[config.mk]
export PLATFORM = sky130hd
export DESIGN_NAME = theft_monitor
export DESIGN_NICKNAME = d
export VERILOG_FILES = /design/src/rtl/theft_monitor.sv
export SDC_FILE = /design/constraint.sdc
export NUM_CORES = 1
export LEC_CHECK = 0
export BUFFER_PORTS_ARGS = -buffer_cell sky130_fd_sc_hd__clkbuf_2
export CORE_MARGIN = 8
export CORE_UTILIZATION = 52
export CTS_CLUSTER_DIAMETER = 120
export DETAILED_ROUTE_END_ITERATION = 8
export PLACE_DENSITY = 0.88
export SLEW_MARGIN = 30
export SYNTH_ARGS = -nofsm -noshare
export SYNTH_HDL_FRONTEND = slang
export SYNTH_SLANG_ARGS = --single-unit
[constraint.sdc]
create_clock -name clk -period 2.1 [get_ports clk]
set_clock_uncertainty 0.1 [all_clocks]
set_input_delay 0 -clock clk [delete_from_list [all_inputs] [get_ports clk]]
set_output_delay 0 -clock clk [all_outputs]
set_load 0.01 [all_outputs]
[src/rtl/theft_monitor.sv]
// theft_monitor: registered stolen-item detector with a timed alarm, a latched
// lockout after repeated thefts in one alarm episode, and a saturating theft
// counter for the display logic.
module theft_monitor #(
  parameter int                      UPC_W        = 3,
  parameter logic [(1<<UPC_W)-1:0]   STOLEN_MASK  = 8'h35,
  parameter int                      ALARM_CYCLES = 8,
  parameter int                      LOCK_THRESH  = 3,
  parameter int                      CNT_W        = 8
) (
  input  logic             clk,
  input  logic             reset,
  input  logic             scan_valid,
  input  logic [UPC_W-1:0] upc,
  input  logic             marked,
  input  logic             clear,
  output logic             scan_ready,
  output logic             out_valid,
  output logic             stolen,
  output logic             alarm,
  output logic             locked,
  output logic [CNT_W-1:0] theft_count
);

  localparam int TMR_W = $clog2(ALARM_CYCLES + 1);
  localparam int EP_W  = $clog2(LOCK_THRESH + 1);

  localparam logic [TMR_W-1:0] ALARM_LOAD = TMR_W'(ALARM_CYCLES);
  localparam logic [EP_W-1:0]  LOCK_LIM   = EP_W'(LOCK_THRESH);

  typedef enum logic [1:0] {
    S_IDLE   = 2'd0,
    S_ALARM  = 2'd1,
    S_LOCKED = 2'd2
  } state_t;

  state_t           r_state, w_state_nxt;
  logic [TMR_W-1:0] r_timer, w_timer_nxt;
  logic [EP_W-1:0]  r_episode, w_episode_nxt, w_episode_inc;
  logic             r_out_valid;
  logic             r_stolen;
  logic [CNT_W-1:0] r_theft_count;
  logic             w_accept;
  logic             w_theft;

  // Scans are refused only while locked out; everything else follows from acceptance.
  assign scan_ready    = (r_state != S_LOCKED);
  assign w_accept      = scan_valid && scan_ready;
  assign w_theft       = w_accept && !marked && STOLEN_MASK[upc];
  assign w_episode_inc = r_episode + 1'b1;

  assign out_valid   = r_out_valid;
  assign stolen      = r_stolen;
  assign alarm       = (r_state != S_IDLE);
  assign locked      = (r_state == S_LOCKED);
  assign theft_count = r_theft_count;

  // Next-state logic: a theft beats both clear and timer expiry while in ALARM.
  always_comb begin
    // NOTE: every signal gets a default before the case so no path leaves it unassigned (no latch).
    w_state_nxt   = r_state;
    w_timer_nxt   = r_timer;
    w_episode_nxt = r_episode;
    case (r_state)
      S_IDLE: begin
        if (w_theft) begin
          w_state_nxt   = S_ALARM;
          w_timer_nxt   = ALARM_LOAD;
          w_episode_nxt = EP_W'(1);
        end
      end
      S_ALARM: begin
        if (w_theft) begin
          w_timer_nxt   = ALARM_LOAD;
          w_episode_nxt = w_episode_inc;
          if (w_episode_inc == LOCK_LIM) begin
            w_state_nxt = S_LOCKED;
          end
        end else if (clear || (r_timer <= TMR_W'(1))) begin
          w_state_nxt   = S_IDLE;
          w_timer_nxt   = '0;
          w_episode_nxt = '0;
        end else begin
          w_timer_nxt = r_timer - 1'b1;
        end
      end
      S_LOCKED: begin
        if (clear) begin
          w_state_nxt   = S_IDLE;
          w_timer_nxt   = '0;
          w_episode_nxt = '0;
        end
      end
      default: begin
        w_state_nxt   = S_IDLE;
        w_timer_nxt   = '0;
        w_episode_nxt = '0;
      end
    endcase
  end

  // State, result and counter registers; reset is synchronous and has priority.
  always_ff @(posedge clk) begin
    if (reset) begin
      // NOTE: sequential state uses non-blocking assignments so all registers update together.
      r_state       <= S_IDLE;
      r_timer       <= '0;
      r_episode     <= '0;
      r_out_valid   <= 1'b0;
      r_stolen      <= 1'b0;
      r_theft_count <= '0;
    end else begin
      r_state     <= w_state_nxt;
      r_timer     <= w_timer_nxt;
      r_episode   <= w_episode_nxt;
      r_out_valid <= w_accept;
      if (w_accept) begin
        r_stolen <= w_theft;
      end
      if (w_theft && (r_theft_count != '1)) begin
        r_theft_count <= r_theft_count + 1'b1;
      end
    end
  end

endmodule

# Word-level counts from Yosys, hierarchy flattened
# Memories as Yosys holds them, arrays and structs flattened.
# Cells that the tools add are included.
[op_classes] n_reduce_logical=11 muxes=14 n_addsub=3 n_eq_ne=9 order_cmp=2
[op_table] cell="2-to-1 mux 4 bit" n=4
[op_table] cell="2-to-1 mux 2 bit" n=6
[op_table] cell="case mux 2 bit (3 select lines)" n=2
[op_table] cell="case mux 4 bit (3 select lines)" n=1
[op_table] cell="adder 8 x 1 -> 8 bit, second input constant" n=1
[op_table] cell="inequality test 8 bit, second input constant" n=1
[op_table] cell="inequality test 2 bit, second input constant" n=3
[op_table] cell="inequality test 3 bit, second input constant" n=2
[op_table] cell="== test 2 bit, second input constant" n=2
[op_table] cell="<= comparator 4 x 1 -> 1 bit, second input constant" n=1
[op_table] cell="logical AND 1 bit" n=4
[op_table] cell="< comparator 3 x 4 -> 1 bit, second input constant" n=1
[op_table] cell="AND reduction 4 bit" n=1
[op_table] cell="subtractor 4 x 1 -> 4 bit, second input constant" n=1
[op_table] cell="AND reduction 3 bit" n=1
[op_table] cell="adder 2 x 1 -> 2 bit, second input constant" n=1
[op_table] cell="== test 2 x 1 -> 1 bit, second input constant" n=1
[op_table] cell="zero test 2 bit" n=1
[op_table] cell="AND reduction 2 bit" n=1
[op_table] cell="nonzero test 2 bit" n=1
[op_table] cell="zero test 1 bit" n=1
[op_table] cell="logical OR 1 bit" n=1
[op_table] cell="2-to-1 mux 1 bit" n=1
[totals] elab_cells=46 regBits=18 in_bits=8 mem_count=1 romBits=8 out_inout_bits=13
[mem_list] name="(no name shown)" depth=8 word_bits=1 rd=1 rd_clocked_by_memory_dff=0 write_ports=0 line="49" text="assign w_theft = w_accept && !marked && STOLEN_MASK[upc];"

# Depth between registers and ports, before layout
# Gate-level depths: netlist of run 1.
[depth] depth_word=6 mapped_depth=7 ltp_nobuf=6

# Least setup slack after synthesis of run 1
# Ideal clock, no wire load.
[synth_path] path_type="reg-to-reg" from="reg r_state[0]" to="reg r_theft_count[5] (netlist: theft_count[5])" stages_incl_launch_ff=7 setup_ns=0.121 period_less_slack_ns=1.966 path_buffers=1 path_slack_ns=0.134 arrival_time_ns=1.745 required_time_ns=1.879 cell_sequence="dfxtp_1 or2b_2 inv_2 or3_1 clkbuf_2 nor4_1 mux2_2"
[synth_via] elab_chain_cells=5
[synth_rtl] item="start: declaration" line="37" text="state_t r_state, w_state_nxt;"
[synth_rtl] item="start signal: assignment" line="113" text="r_state <= w_state_nxt;"
[synth_rtl] item="inequality test 2 bit" line="47" text="assign scan_ready = (r_state != S_LOCKED);"
[synth_rtl] item="via scan_ready" line="17" text="output logic scan_ready,"
[synth_rtl] item="logical AND 1 bit" line="48" text="assign w_accept = scan_valid && scan_ready;"
[synth_rtl] item="logical AND 1 bit (2 in a row)" line="49"
[synth_rtl] item="logical AND 1 bit" line="120" text="if (w_theft && (r_theft_count != '1)) begin"
[synth_rtl] item="end signal: assignment" line="121" text="r_theft_count <= r_theft_count + 1'b1;"
[synth_rtl] item="end: declaration" line="42" text="logic [CNT_W-1:0] r_theft_count;"
# The timed path passes the listed nets, and every way through them passes these cells.
# A chain may end at the register's enable or synchronous reset.

# Worst setup path in the final report of run 1
[layout_path] from="reg r_state[1]" to="reg r_theft_count[5] (netlist: theft_count[5])"
[layout_via] elab_chain_cells=5
[layout_rtl] item="inequality test 2 bit" line="47"
[layout_rtl] item="logical AND 1 bit" line="48"
[layout_rtl] item="logical AND 1 bit (2 in a row)" line="49"
[layout_rtl] item="logical AND 1 bit" line="120"
# Every way passes these cells.

==> flow_summary.toml, run 1 <==
[run_status]
status = "finished, final reports clean"

[synthesis]
syn_nets = 128
synth_edf_count = 0
avgSynthCellArea_um2 = 8.359
synth_cell_types = 37
async_flop_share_pct = 0
yosys-top-cells-area = "dfxtp_1 (37%), a21oi_1 (5.7%), ha_1 (5.2%)"
synth_seq_cells = 18
synth_area_um2 = 969.7
seq_area_frac_synth_pct = 37.16
netlist_top_cells_count = "dfxtp_1 (18), a21oi_1 (11), inv_1 (9)"
synthFlopType = "dfxtp_1"
synthCells = 116
synth.most_common_cell = "dfxtp_1"
synth_largest_area_cell = "dfxtp_1"
synth_top_area_share_pct = 37.16
yosysWarnings = 0

[route]
ant_nets = 0
routed_via_density = 5.796
wirelength_um = 2159
drt_iter0_drc = 42
drc = 0
routedWlPerCell_um = 13.33
num_vias = 939
drtPass1Iterations = 4

[layout]
fin_nets = 150
fill_cells = 148
seq_area_um2 = 360.3
syn2layout_area_growth_pct = 18.19
antenna_cells = 0
multiInputGateArea_um2 = 548.0
drive_above_1_share_pct = 25.55

[worst_setup_path]
crit_chain = "or2b_2, inv_2, or3_1, nor4_1, mux2_2"
path_class = "reg2reg"
startpoint = "r_state[1]$_SDFFE_PP0P_"
r2r_start = "r_state[1]$_SDFFE_PP0P_"
path_buf_inv = 1
startpoint_type = "flip-flop"
crit_end = "theft_count[5]$_SDFFE_PP0P_"
critPathTopFamily = "simple AND/OR/NAND/NOR gates"
reg2regPathDepth = 5
cp_slowest_cell = "or3_1"
cp_max_fo = 6
worstPathRequired_ps = 2200
ff2ff_setup_slack_ps = 170
worstReg2RegEnd = "theft_count[5]$_SDFFE_PP0P_"
endpoint_kind = "flip-flop"
cp_slowest_stage_delay_ps = 450
arrival_ps = 2030
cp.depth = 5

[power_and_ir_drop]
irDropWorstVdd_mv = 0.3426
p_sw_mw = 0.1563
comb_power_share_pct = 11.1
power.leakage_nw = 0.4854
power.total_mw = 0.6418
p_per_area_nw_per_um2 = 560.0
switching_share_pct = 24.35
pwr-share-seq_pct = 55.4
cellInternalPower_mw = 0.4856
clkPwrFrac_pct = 33.5

[die]
start_util_pct = 55.56
ios = 21
dieArea_um2 = 3502
die_h_um = 59.18
fp-row-count = 15
die_w_um = 59.18
coreArea_um2 = 1745

[clocking]
clk_path_buf_depth = 2
post_cts_resized = 0
cts_max_level = 1
post_cts_buffers = 0
cts_inserted_buffers = 3
clkLatencyLatePin_ps = 300
cts_hold_buf = 1
cts_sinks = 18
cts_tree = "done"
root_buffer = "clkbuf_4"
clkTransAtPathRegs_ps = 100

[grt]
grt_max_degree = 21
grt-ovfl-total = 0
grt_pass1_vias = 812
antenna_found_initial = 0
grt_pass1_wl_um = 3608
gr-usage-all-layers_pct = 13.30

[flow_run]
maxCapViolCount = 0

[timing]
min_period_over_period_pct = 91.85
tightest_slew_ps = 660.8
rsz0062_at_grt = "no"
fin_setup_tns_ps = 0
fmax_mhz = 518.5
finalSetupViolCount = 0
slew_viol_final = 0
hold_violations = 0
post-route-min-period_ps = 1929
slew_headroom_pct = 55.71

[placed_design]
gp_congestion = 0.8218
port_buffers = 20
dpl.hpwl_um = 1583

[min_path]
hold_class = "in2reg"
==> cell families after synthesis <==
| logic type | Yosys count | share of synthesized area [%] |
|---|---|---|
| AND/OR/NAND/NOR | 39 | 21.94 |
| AO/OA/AOI/OAI | 36 | 26.58 |
| flip-flops | 18 | 37.16 |
| buffers and inverters | 17 | 6.837 |
| adder cells (fa/ha/maj) | 4 | 5.161 |
| multiplexers | 2 | 2.322 |
==> metal layers <==
layer	GRT usage, %	vias to the layer above	wire (um)
li1	-	484	-
met1	16.28	416	1002
met2	19.41	34	951
met3	4.338	5	146
met4	8.191	0	58
met5	0	-	0
==> cell usage in the layout, fill, tap and decap left out, types with 2 or more instances in the layout <==
cell type | synthesis | routed
buf_4 | 0 | 3
o41ai_1 | 4 | 4
or4_1 | 3 | 3
nand2_1 | 7 | 7
clkbuf_4 | 0 | 3
o31ai_1 | 4 | 4
and2_1 | 2 | 2
nor2_1 | 8 | 8
nor3_1 | 3 | 2
or2_2 | 2 | 2
a32oi_1 | 2 | 2
mux2_2 | 2 | 2
or3_1 | 2 | 2
nor2b_1 | 2 | 2
nor4_1 | 2 | 2
ha_1 | 4 | 4
o21ai_0 | 3 | 3
o311ai_0 | 3 | 3
clkbuf_2 | 1 | 20
o32a_1 | 2 | 2
and3_1 | 3 | 3
dfxtp_1 | 18 | 18
a21oi_1 | 11 | 11
inv_1 | 9 | 9
==> state kept, by name (all words and copies together) (netlist names) <==
register / cells
out_valid: 1
r_episode: 2
r_state: 2
r_timer: 4
stolen: 1
theft_count: 8
==> worst min-delay path, delay by kind of cell <==
family | cells | cell delay [ps]
buffers and inverters | 1 | 110
AND/OR/NAND/NOR | 2 | 120
AO/OA/AOI/OAI | 1 | 160
==> final cells by class <==
class | count | share of cell area, %
Clock buffer | 4 | 3.166
Inverter | 10 | 3.275
Multi-Input combinational cell | 81 | 47.82
Sequential cell | 18 | 31.44
Tap cell | 25 | 2.729
Timing Repair Buffer | 24 | 11.57
==> how the worst min path moves through the flow <==
stage / from / end / slack [ps] / depth (start not counted)
global placement: scan_valid / out_valid$_SDFF_PP0_ / 160 / 3
global route: reset / theft_count[3]$_SDFFE_PP0P_ / 50 / 2
detailed placement: scan_valid / out_valid$_SDFF_PP0_ / 150 / 3
CTS: clear / r_state[1]$_SDFFE_PP0P_ / 10 / 4
floorplan: scan_valid / out_valid$_SDFF_PP0_ / 40 / 2
finish: clear / r_state[1]$_SDFFE_PP0P_ / 30 / 4
==> through the flow <==
stage | setup WS [ps] | instances | util (%) | area, um2 | hold WS (ps)
global route | 16.71 | 162 | 65.66 | 1146 | 50.44
CTS | 100.0 | 162 | 65.38 | 1141 | 12.20
global placement | 147.5 | 157 | 62.72 | 1095 | 163.2
floorplan | 133.9 | 116 | - | 969.7 | 37.11
detailed placement | 83.74 | 157 | 62.72 | 1095 | 152.3
finish | 171.2 | 162 | 65.66 | 1146 | 29.44
==> power groups by stage <==
| stage | Combinational, mW | Sequential, mW | Clock [mW] |
|---|---|---|---|
| 6_report | 0.0715 | 0.356 | 0.215 |
| 2_1_floorplan | 0.0456 | 0.364 | 0 |
| 5_1_grt | 0.0795 | 0.357 | 0.232 |
| 3_5_place_dp | 0.0682 | 0.363 | 0 |
| 4_1_cts | 0.0705 | 0.356 | 0.218 |
| 3_3_place_gp | 0.0661 | 0.363 | 0 |
Note: power is estimated with default switching activity, not from simulation.
==> run 2, diff against run 1 <==
--- a/config.mk
+++ b/config.mk
@@ -10,6 +10,7 @@
 export CORE_UTILIZATION = 52
 export CTS_CLUSTER_DIAMETER = 120
 export DETAILED_ROUTE_END_ITERATION = 8
+export HOLD_SLACK_MARGIN = 0.12
 export PLACE_DENSITY = 0.88
 export SLEW_MARGIN = 30
 export SYNTH_ARGS = -nofsm -noshare
==> run 2 against run 1 <==
First-iteration DRC count shrank 4.8%. Global-route usage grew 0.53 points. Largest power group unchanged. Final cell count grew 1.9%. Worst hold slack gained 150 ps.
==> flow_summary.toml, run 2 (synthesized netlist as in run 1, its figures left out) <==
[layout]
post-route-cell-area_um2 = 1176
antenna_cells = 0
syn2layout_area_growth_pct = 21.29
seq_area_um2 = 360.3
layout_commonest_cell = "clkbuf_2"
fill_cells = 146
layout_common_cells = "clkbuf_2 (20), dfxtp_1 (18), a21oi_1 (11)"
multiInputGateArea_um2 = 548.0
drive_above_1_share_pct = 25.00
finish.utilization_pct = 67.38
largest_reg_flops = 8
fin_nets = 153

[power_and_ir_drop]
p_per_area_nw_per_um2 = 549.1
pwr-share-seq_pct = 55.1
p_sw_mw = 0.1567
power.leakage_nw = 0.4994
irDropWorstVdd_mv = 0.3411
cellInternalPower_mw = 0.4892
switching_share_pct = 24.26
clkPwrFrac_pct = 33.2
power.total_mw = 0.6459
comb_power_share_pct = 11.8

[worst_setup_path]
startpoint_type = "flip-flop"
cp_max_fo = 6
arrival_ps = 2030
ff2ff_setup_slack_ps = 170
path_class = "reg2reg"
worstPathRequired_ps = 2200
endpoint_kind = "flip-flop"

[clocking]
clk_path_buf_depth = 2
cts_max_level = 1
root_buffer = "clkbuf_4"
cts_inserted_buffers = 3
clkLatencyLatePin_ps = 300
clkTransAtPathRegs_ps = 100
cts_tree = "done"
post_cts_buffers = 0
cts_sinks = 18
post_cts_resized = 0

[grt]
grt-ovfl-total = 0
gr-usage-all-layers_pct = 13.83
grt_max_degree = 21
antenna_found_initial = 0
grt_pass1_vias = 823
grt_pass1_wl_um = 3726

[flow_run]
maxCapViolCount = 0

[route]
drc = 0
routed_via_density = 5.824
drt_iter0_drc = 40
num_vias = 961
drtPass1Iterations = 4
routedWlPerCell_um = 13.66
ant_nets = 0
wirelength_um = 2254

[placed_design]
dpl.hpwl_um = 1583
gp_congestion = 0.8218
port_buffers = 20
place_area_um2 = 1095

[timing]
fin_setup_tns_ps = 0
slew_viol_final = 0
rsz0062_at_grt = "no"
post-route-min-period_ps = 1933
fmax_mhz = 517.4
finalSetupViolCount = 0
hold_violations = 0
min_period_over_period_pct = 92.03
tightest_slew_ps = 643.2
slew_headroom_pct = 56.89

[die]
coreArea_um2 = 1745
dieArea_um2 = 3502
start_util_pct = 55.56
ios = 21
fp-row-count = 15
die_w_um = 59.18
die_h_um = 59.18

[min_path]
hold_class = "in2reg"

[run_status]
status = "finished, final reports clean"
## run 2: layout make-up
type                    count  share of cell area, %
clock buffers               4                  3.085
inverters                  10                  3.191
multi-input cells          81                  46.60
flip-flops and latches     18                  30.64
well taps                  25                  2.660
repair buffers             27                  13.83
## run 2: path summary, 6_finish.rpt
| path | from | endpoint | depth (start not counted) |
|---|---|---|---|
| worst max-delay path | r_state[1]$_SDFFE_PP0P_ | theft_count[5]$_SDFFE_PP0P_ | 5 |
| worst min-delay path | marked | r_timer[3]$_SDFFE_PP0P_ | 5 |
| worst max register to register | r_state[1]$_SDFFE_PP0P_ | theft_count[5]$_SDFFE_PP0P_ | 5 |
| worst min register to register | r_episode[0]$_SDFFE_PP0P_ | r_episode[0]$_SDFFE_PP0P_ | 2 |
## run 2: critical path, stage by stage (launching register included)
cell and delay (ps):
dfxtp_1 320, or2b_2 200, inv_2 50, or3_1 460, nor4_1 340, mux2_2 370
## run 2: what timing repair did
action                     in CTS  in global routing
hold endpoints to repair       17                  0
setup endpoints to repair       0                  0
hold buffers                    4                  0
## run 2: power groups by stage
stage	Clock, mW	Combinational, mW	Sequential [mW]
3_5_place_dp	0	0.0682	0.363
4_1_cts	0.218	0.0748	0.356
5_1_grt	0.234	0.0843	0.357
6_report	0.214	0.0760	0.356
2_1_floorplan	0	0.0456	0.364
3_3_place_gp	0	0.0661	0.363
## run 2: routing by layer
layer / track usage [%] / share of wire [%] / routed length, um
met5: 0 / 0 / 0
met4: 8.191 / 2.0 / 46
met3: 4.338 / 6.6 / 149
met2: 20.49 / 45 / 1013
met1: 16.89 / 46 / 1045
## run 2: metrics by stage
step           worst slack (ps)  std cells  hold slack (ps)
6_report                  167.3        165            179.8
3_5_place_dp              83.74        157            152.3
4_1_cts                   100.0        165            149.8
3_3_place_gp              147.5        157            163.2
5_1_grt                   18.19        165            209.1
2_1_floorplan             133.9        116            37.11
==> run 3, diff against run 2 <==
--- a/config.mk
+++ b/config.mk
@@ -6,12 +6,13 @@
 export NUM_CORES = 1
 export LEC_CHECK = 0
 export BUFFER_PORTS_ARGS = -buffer_cell sky130_fd_sc_hd__clkbuf_2
+export CAP_MARGIN = 10
 export CORE_MARGIN = 8
-export CORE_UTILIZATION = 52
+export CORE_UTILIZATION = 45
 export CTS_CLUSTER_DIAMETER = 120
 export DETAILED_ROUTE_END_ITERATION = 8
 export HOLD_SLACK_MARGIN = 0.12
-export PLACE_DENSITY = 0.88
+export PLACE_DENSITY = 0.79
 export SLEW_MARGIN = 30
 export SYNTH_ARGS = -nofsm -noshare
 export SYNTH_HDL_FRONTEND = slang
==> run 3 against run 2 <==
Sequential power about the same. Die area increased by 11%. Final cell count increased by 1.2%. Sequential share of layout area grew 0.26 points. Worst hold slack got worse by 3.4 ps. Clock-buffer cell count down 1. Global-route usage down 2.6 points. Largest cell class unchanged. Largest power group unchanged.
==> flow_summary.toml, run 3 (synthesized netlist as in run 1, its figures left out) <==
[clocking]
cts_inserted_buffers = 3
clkLatencyLatePin_ps = 280
clk_path_buf_depth = 2
post_cts_buffers = 0
cts_tree = "done"
cts_sinks = 18
clkTransAtPathRegs_ps = 90
root_buffer = "clkbuf_4"
cts_max_level = 1

[timing]
fmax_mhz = 512.1
post-route-min-period_ps = 1953
tightest_slew_ps = 644.2
hold_violations = 0
slew_headroom_pct = 56.82
finalSetupViolCount = 0
min_period_over_period_pct = 92.98
fin_setup_tns_ps = 0
slew_viol_final = 0
rsz0062_at_grt = "no"

[placed_design]
place_area_um2 = 1099
gp_congestion = 0.8577
port_buffers = 20
dpl.hpwl_um = 1745

[flow_run]
maxCapViolCount = 0

[die]
fp-row-count = 17
die_h_um = 62.42
ios = 21
start_util_pct = 45.59
die_w_um = 62.42
coreArea_um2 = 2127
dieArea_um2 = 3896

[min_path]
hold_class = "in2reg"

[power_and_ir_drop]
cellInternalPower_mw = 0.4498
power.leakage_nw = 0.4922
pwr-share-seq_pct = 60.0
comb_power_share_pct = 12.9
switching_share_pct = 24.12
p_sw_mw = 0.1429
p_per_area_nw_per_um2 = 508.3
clkPwrFrac_pct = 27.1
irDropWorstVdd_mv = 0.3570

[worst_setup_path]
startpoint_type = "flip-flop"
path_class = "reg2reg"
cp_max_fo = 5
worstPathRequired_ps = 2180
arrival_ps = 2030
endpoint_kind = "flip-flop"

[grt]
gr-usage-met1_pct = 13.58
gr-max-usage-layer = "met2"
grt_pass1_vias = 897
grt_pass1_wl_um = 3767
met2_usage_pct = 17.98
grt-ovfl-total = 0
grt_max_degree = 21
gr-usage-all-layers_pct = 11.18
antenna_found_initial = 0
grt_util_met3_pct = 3.584

[route]
ant_nets = 0
drc = 0
wirelength_um = 2257
drt_iter0_drc = 56
drtPass1Iterations = 4
routedWlPerCell_um = 13.51
num_vias = 960
routed_via_density = 5.749

[layout]
fill_cells = 207
antenna_cells = 0
syn2layout_area_growth_pct = 20.26
largest_reg_flops = 8
drive_above_1_share_pct = 24.46
post-route-cell-area_um2 = 1166
layout_common_cells = "clkbuf_2 (20), dfxtp_1 (18), a21oi_1 (11)"
fin_nets = 153
layout_commonest_cell = "clkbuf_2"

[run_status]
status = "finished, final reports clean"
run 3: cell type report:
| class | instances | area (um2) | area share [%] |
|---|---|---|---|
| clock buffer | 3 | 22.52 | 1.931 |
| sequential | 18 | 360.3 | 30.90 |
| tap | 28 | 35.03 | 3.004 |
| timing repair buffer | 27 | 162.7 | 13.95 |
| inverter | 10 | 37.54 | 3.219 |
| multi-input combinational | 81 | 548.0 | 47.00 |
run 3: worst paths after layout:
| kind | from | to | slack [ps] | cells past startpoint |
|---|---|---|---|---|
| worst max-delay path | r_state[1]$_SDFFE_PP0P_ | theft_count[5]$_SDFFE_PP0P_ | 150 | 5 |
| worst min-delay path | upc[0] | theft_count[1]$_SDFFE_PP0P_ | 180 | 5 |
| worst max register to register | r_state[1]$_SDFFE_PP0P_ | theft_count[5]$_SDFFE_PP0P_ | 150 | 5 |
| worst min register to register | stolen$_SDFFE_PP0N_ | stolen$_SDFFE_PP0N_ | 410 | 2 |
run 3: critical path, cell delays in order, from the launching register on:
cell     delay, ps
dfxtp_1        310
or2b_2         190
inv_2           50
or3_1          460
nor4_1         370
mux2_2         370
run 3: routing by layer:
| layer | up-vias | routed length, um | part of all wire [%] |
|---|---|---|---|
| met5 | - | 0 | 0 |
| met4 | 0 | 0 | 0 |
| met3 | 0 | 138 | 6.1 |
| met2 | 27 | 1087 | 48 |
| met1 | 452 | 1032 | 46 |
| li1 | 481 | - | - |
run 3: power groups by stage:
stage | Clock [mW] | Sequential, mW | Combinational (mW)
CTS | 0.168 | 0.356 | 0.0758
global placement | 0 | 0.363 | 0.0665
finish | 0.161 | 0.356 | 0.0764
global route | 0.184 | 0.357 | 0.0839
detailed placement | 0 | 0.364 | 0.0698
floorplan | 0 | 0.364 | 0.0456
run 3: what timing repair did:
action	CTS	global route
hold endpoints to repair	17	0
hold buffers	4	0
resized for setup	0	0
run 3: per-stage QoR:
step	hold WS, ps	total power [mW]	utilization, %	setup slack, ps	cells
after floorplan	37.11	0.4099	-	133.9	116
after global placement	195.9	0.4295	51.65	167.8	160
after detailed placement	187.2	0.4335	51.65	24.63	160
after CTS	156.7	0.5995	54.59	14.16	167
after global routing	210.7	0.6242	54.82	43.96	167
final	176.3	0.5927	54.82	147.4	167
